## src/rtl/hazard_ctrl.sv

```systemverilog
// Pipeline hazard/stall controller: load-use and mfc0 bubbles, mult/div
// occupancy, branch squash and exception/eret redirect, plus a stall counter.
module hazard_ctrl #(
  parameter int unsigned MDU_LAT = 32,
  parameter int unsigned CNT_W   = 32
) (
  input  logic             clk,
  input  logic             rst,
  input  logic [4:0]       id_rs,
  input  logic [4:0]       id_rt,
  input  logic             id_use_rs,
  input  logic             id_use_rt,
  input  logic [4:0]       ex_rw,
  input  logic             ex_regWr,
  input  logic [1:0]       ex_memtoreg,
  input  logic [2:0]       ex_cp0op,
  input  logic             mdu_start,
  input  logic             branch_taken,
  input  logic             exc_req,
  input  logic             eret,
  output logic             pc_stall,
  output logic             ifid_stall,
  output logic             ifid_flush,
  output logic             idex_stall,
  output logic             idex_flush,
  output logic             exmem_flush,
  output logic             mdu_busy,
  output logic             mdu_done,
  output logic [CNT_W-1:0] stall_cnt
);

  typedef enum logic [1:0] {S_RUN, S_MDU, S_FLUSH} state_t;

  localparam logic [5:0] MCNT_INIT = 6'(MDU_LAT - 2);

  state_t     state, state_nx;
  logic [5:0] mcnt, mcnt_nx;
  logic       lu, ex_late_src, rs_hit, rt_hit, redirect;

  // Producers whose value is not available for forwarding from EX.
  assign ex_late_src = (ex_memtoreg == 2'd1) || (ex_memtoreg == 2'd2) ||
                       (ex_cp0op == 3'b001);
  assign rs_hit      = id_use_rs && (ex_rw == id_rs);
  assign rt_hit      = id_use_rt && (ex_rw == id_rt);
  assign lu          = ex_regWr && (ex_rw != 5'd0) && ex_late_src && (rs_hit || rt_hit);
  assign redirect    = exc_req || eret;

  always_comb begin
    pc_stall    = 1'b0;
    ifid_stall  = 1'b0;
    ifid_flush  = 1'b0;
    idex_stall  = 1'b0;
    idex_flush  = 1'b0;
    exmem_flush = 1'b0;
    mdu_busy    = 1'b0;
    mdu_done    = 1'b0;
    state_nx    = state;
    mcnt_nx     = mcnt;

    if (redirect) begin
      // Aborts any mult/div in flight; no done pulse is produced.
      ifid_flush  = 1'b1;
      idex_flush  = 1'b1;
      exmem_flush = 1'b1;
      state_nx    = S_FLUSH;
      mcnt_nx     = '0;
    end else begin
      unique case (state)
        S_FLUSH: begin
          ifid_flush = 1'b1;
          state_nx   = S_RUN;
        end
        S_RUN: begin
          if (branch_taken) begin
            ifid_flush = 1'b1;
            idex_flush = 1'b1;
          end else if (mdu_start) begin
            pc_stall   = 1'b1;
            ifid_stall = 1'b1;
            idex_stall = 1'b1;
            mdu_busy   = 1'b1;
            state_nx   = S_MDU;
            mcnt_nx    = MCNT_INIT;
          end else if (lu) begin
            pc_stall   = 1'b1;
            ifid_stall = 1'b1;
            idex_flush = 1'b1;
          end
        end
        S_MDU: begin
          pc_stall   = 1'b1;
          ifid_stall = 1'b1;
          idex_stall = 1'b1;
          mdu_busy   = 1'b1;
          if (mcnt == 6'd0) begin
            mdu_done = 1'b1;
            state_nx = S_RUN;
          end else begin
            mcnt_nx = mcnt - 6'd1;
          end
        end
        default: begin
          state_nx = S_RUN;
          mcnt_nx  = '0;
        end
      endcase
    end
  end

  always_ff @(posedge clk) begin
    if (rst) begin
      state     <= S_RUN;
      mcnt      <= '0;
      stall_cnt <= '0;
    end else begin
      state <= state_nx;
      mcnt  <= mcnt_nx;
      if (pc_stall && (stall_cnt != '1))
        stall_cnt <= stall_cnt + CNT_W'(1);
    end
  end

endmodule

```

## config.mk

```make
export PLATFORM = sky130hd
export DESIGN_NAME = hazard_ctrl
export DESIGN_NICKNAME = d
export VERILOG_FILES = /design/src/rtl/hazard_ctrl.sv
export SDC_FILE = /design/constraint.sdc
export NUM_CORES = 1
export LEC_CHECK = 0
export ABC_AREA = 1
export CAP_MARGIN = 20
export CORE_MARGIN = 4
export CORE_UTILIZATION = 25
export DETAILED_ROUTE_END_ITERATION = 10
export MAX_ROUTING_LAYER = met4
export PLACE_DENSITY_LB_ADDON = 0.2
export SYNTH_ARGS = -nofsm -noshare
export SYNTH_HDL_FRONTEND = slang
export SYNTH_SLANG_ARGS = --single-unit
export TNS_END_PERCENT = 20
```

## constraint.sdc

```tcl
create_clock -name clk -period 2.1 [get_ports clk]
set_clock_uncertainty 0.2 [all_clocks]
set_input_delay 0.525 -clock clk [delete_from_list [all_inputs] [get_ports clk]]
set_output_delay 0.525 -clock clk [all_outputs]
set_load 0.05 [all_outputs]
```

==> results.ini <==
[floorplanning]
die_w_um=113.6
start_util=0.2563
die_area_um2=12920
ios=69
die_y_um=113.6
std_cell_rows=38
core_um2=10890

[timing]
min_period_ns=2.201
finalWorstSetupSlack_ns=-0.1010
tightest_slew_ns=0.3344
final_max_slew_viol_count=0
finalHoldViolCount=0
max_freq_mhz=454.3
finalCritPeriodShare=1.048
rsz0062_at_grt=true
slew_headroom=0.7762
finalSetupViolations=4

[yosys]
synthesis.area_um2=2790
ys_top_cells_by_area=dfxtp_1 29%, nand2_1 22%, nor2_1 8.5%, nand3_1 8.1%, inv_1 6.7%
yosysMostFrequentCell=nand2_1
synthDistinctLibCells=23
ys_top_cells_by_count=160 x nand2_1, 63 x nor2_1, 50 x inv_1, 45 x nand3_1, 40 x dfxtp_1
yosys_warnings=0
synth_edf_count=0
syn_inst=474
syn_avg_cell_area_um2=5.886
ys_seq_elements=40
synth_ff_type=dfxtp_1
ys_seq_area_frac=0.2870
synth_async_sr_flop_share=0
yosysTopAreaCellShare=0.2870
synth_top_cell_by_area=dfxtp_1
synthesis.nets=505

[outcome]
outcome=finished with violations
violations=negative setup slack

[setup_path]
cp-startpoint=mcnt[0]
worst_r2r_endpoint=mcnt[4]
cp_max_fo=3
crit_required_ns=1.37
slowest_stage=dfxtp_2
crit_chain=inv_2 > ha_4 > nand4_1 > nor2_1 > nand2_1 > nor2_2 > buf_12
reg2reg_depth=12
critPathCaptureType=output pin
reg2reg_from=mcnt[0]
critPathLaunchType=flip-flop
crit_arrival_ns=1.48
rrSetupSlack_ns=0.09
worst-setup-path-type=reg -> out
cpPeakStageDelay_ns=0.33

[layout]
area_delta_synth_final_pct=56.41
drive_gt1_frac=0.3081
final_util=0.4008
layout.nets=611
instances_no_fill=721
n_antenna_cell=0

[global_routing]
first_global_vias=3276
grt_antenna_before_repair=0
grt_max_degree=34
grt.total_usage=0.1538
grt_pass1_wl_mm=15.89
grt_overflow=0

[route]
routed_wl_mm=9.522
drtPass1Iterations=4
routed_via_density=4.571
final_antenna_net_count=0
dr.first_iter.drc_count=210
avgRoutedWirePerCell_um=13.21
drc_errors=0
num_vias=3296

[clocking]
cts-htree-levels=2
clk_path_buf_depth=2
cts_made_buffers=5
insertion_delay_ns=0.30
cts_tree=yes
path_clk_slew_ns=0.08
root_buffer=clkbuf_8
clock_sinks=40

[min_path]
worstHoldStart=mcnt[1]
hold_path_end=mcnt[1]
min_path_type=reg -> reg
hold-path-cell-count=2

[power]
power.leakage_nw=1.815
vdd_ir_drop_max_mv=0.3068
power_density_nw_per_um2=366.5

[placement]
dp.cells=702
dpl.hpwl_mm=7.384
io_buffers=68
pre_cts_ws_ns=-0.5800
gp_congestion=0.9096

[run]
drv_cap=0

==> routing by layer <==
layer	vias up	wire [um]	global-route usage
li1	1721	-	-
met1	1490	4424	0.2002
met2	76	4546	0.2564
met3	9	464	0.02281
met4	0	87	0.02804
met5	-	0	-
==> through the flow <==
step / total power (W) / setup TNS [ns] / hold WS, ns / area, um^2
CTS: 0.001605 / -0.2764 / 0.2734 / 4284
global route: 0.001675 / -0.6618 / 0.3015 / 4364
floorplan: 0.0008758 / -0.3799 / 0.2409 / 2825
detailed placement: 0.0009928 / -19.07 / 0.2601 / 4046
global placement: 0.0009913 / -16.58 / 0.2496 / 4046
finish: 0.001599 / -0.1909 / 0.2714 / 4364
==> sequential cells by signal, summed over array words and instances (netlist names) <==
| signal | count |
|---|---|
| stall_cnt | 32 |
| state | 2 |
| mcnt | 6 |
==> worst max-delay path by stage <==
stage,end,slack [ns],cells past startpoint
2_1_floorplan,pc_stall,-0.21,7
3_3_place_gp,pc_stall,-0.52,10
3_5_place_dp,pc_stall,-0.58,10
4_1_cts,mdu_done,-0.1,7
5_1_grt,mdu_done,-0.16,7
6_report,mdu_done,-0.10,7
==> worst max-delay path: cells and delay by family (launching register included) <==
kind                       cells  cell delay, ns
and+or+nand+nor                4            0.48
DFF                            1            0.33
buffers and inverters          2            0.23
adders and majority gates      1            0.14
==> timing repair <==
| item | 4_1_cts | 5_1_grt |
|---|---|---|
| resized for setup | 137 | 34 |
| setup buffers | 11 | 2 |
| pin swaps | 41 | 29 |
| hold buffers | 0 | 0 |
| endpoints found under the setup margin | 40 | 15 |
==> layout by cell type (no fill, tap or decap), types with 7 or more instances in the layout <==
master    count
a21oi_1      35
buf_12       24
buf_4        63
buf_6        13
dfxtp_1      27
dfxtp_2      10
inv_1        35
inv_2        10
nand2_1     149
nand2_2      11
nand3_1      43
nand3b_1      9
nand4_1      11
nor2_1       52
nor3_1        8
xnor2_1       7
xor2_1       13
==> layout make-up <==
type	instances	area, um^2
clock buffer	7	97.59
clock inverter	1	5.005
fill	1135	6524
inverter	50	200.2
multi-input combinational	368	1853
sequential	40	824.5
tap	140	175.2
timing repair buffer	115	1209
==> where the power goes <==
| group | leakage [nW] | switching (W) | total [W] | internal, W |
|---|---|---|---|---|
| clock | 0.0534 | 0.000283 | 0.000589 | 0.000305 |
| sequential | 0.330 | 0.00000377 | 0.000762 | 0.000759 |
| combinational | 1.43 | 0.000127 | 0.000248 | 0.000122 |
==> logic make-up (layout without fill, tap and decap cells) <==
| kind of cell | count (synthesis) | after routing | share of synthesized area |
|---|---|---|---|
| flip-flops | 40 | 40 | 0.2870 |
| XOR/XNOR | 20 | 20 | 0.06278 |
| AND/OR/NAND/NOR | 301 | 301 | 0.4587 |
| AO/OA/AOI/OAI | 45 | 45 | 0.08116 |
| adder cells (fa/ha/maj) | 2 | 2 | 0.008967 |
| buffers and inverters | 66 | 173 | 0.1013 |
No activity file was read; power rests on OpenSTA's default activity.
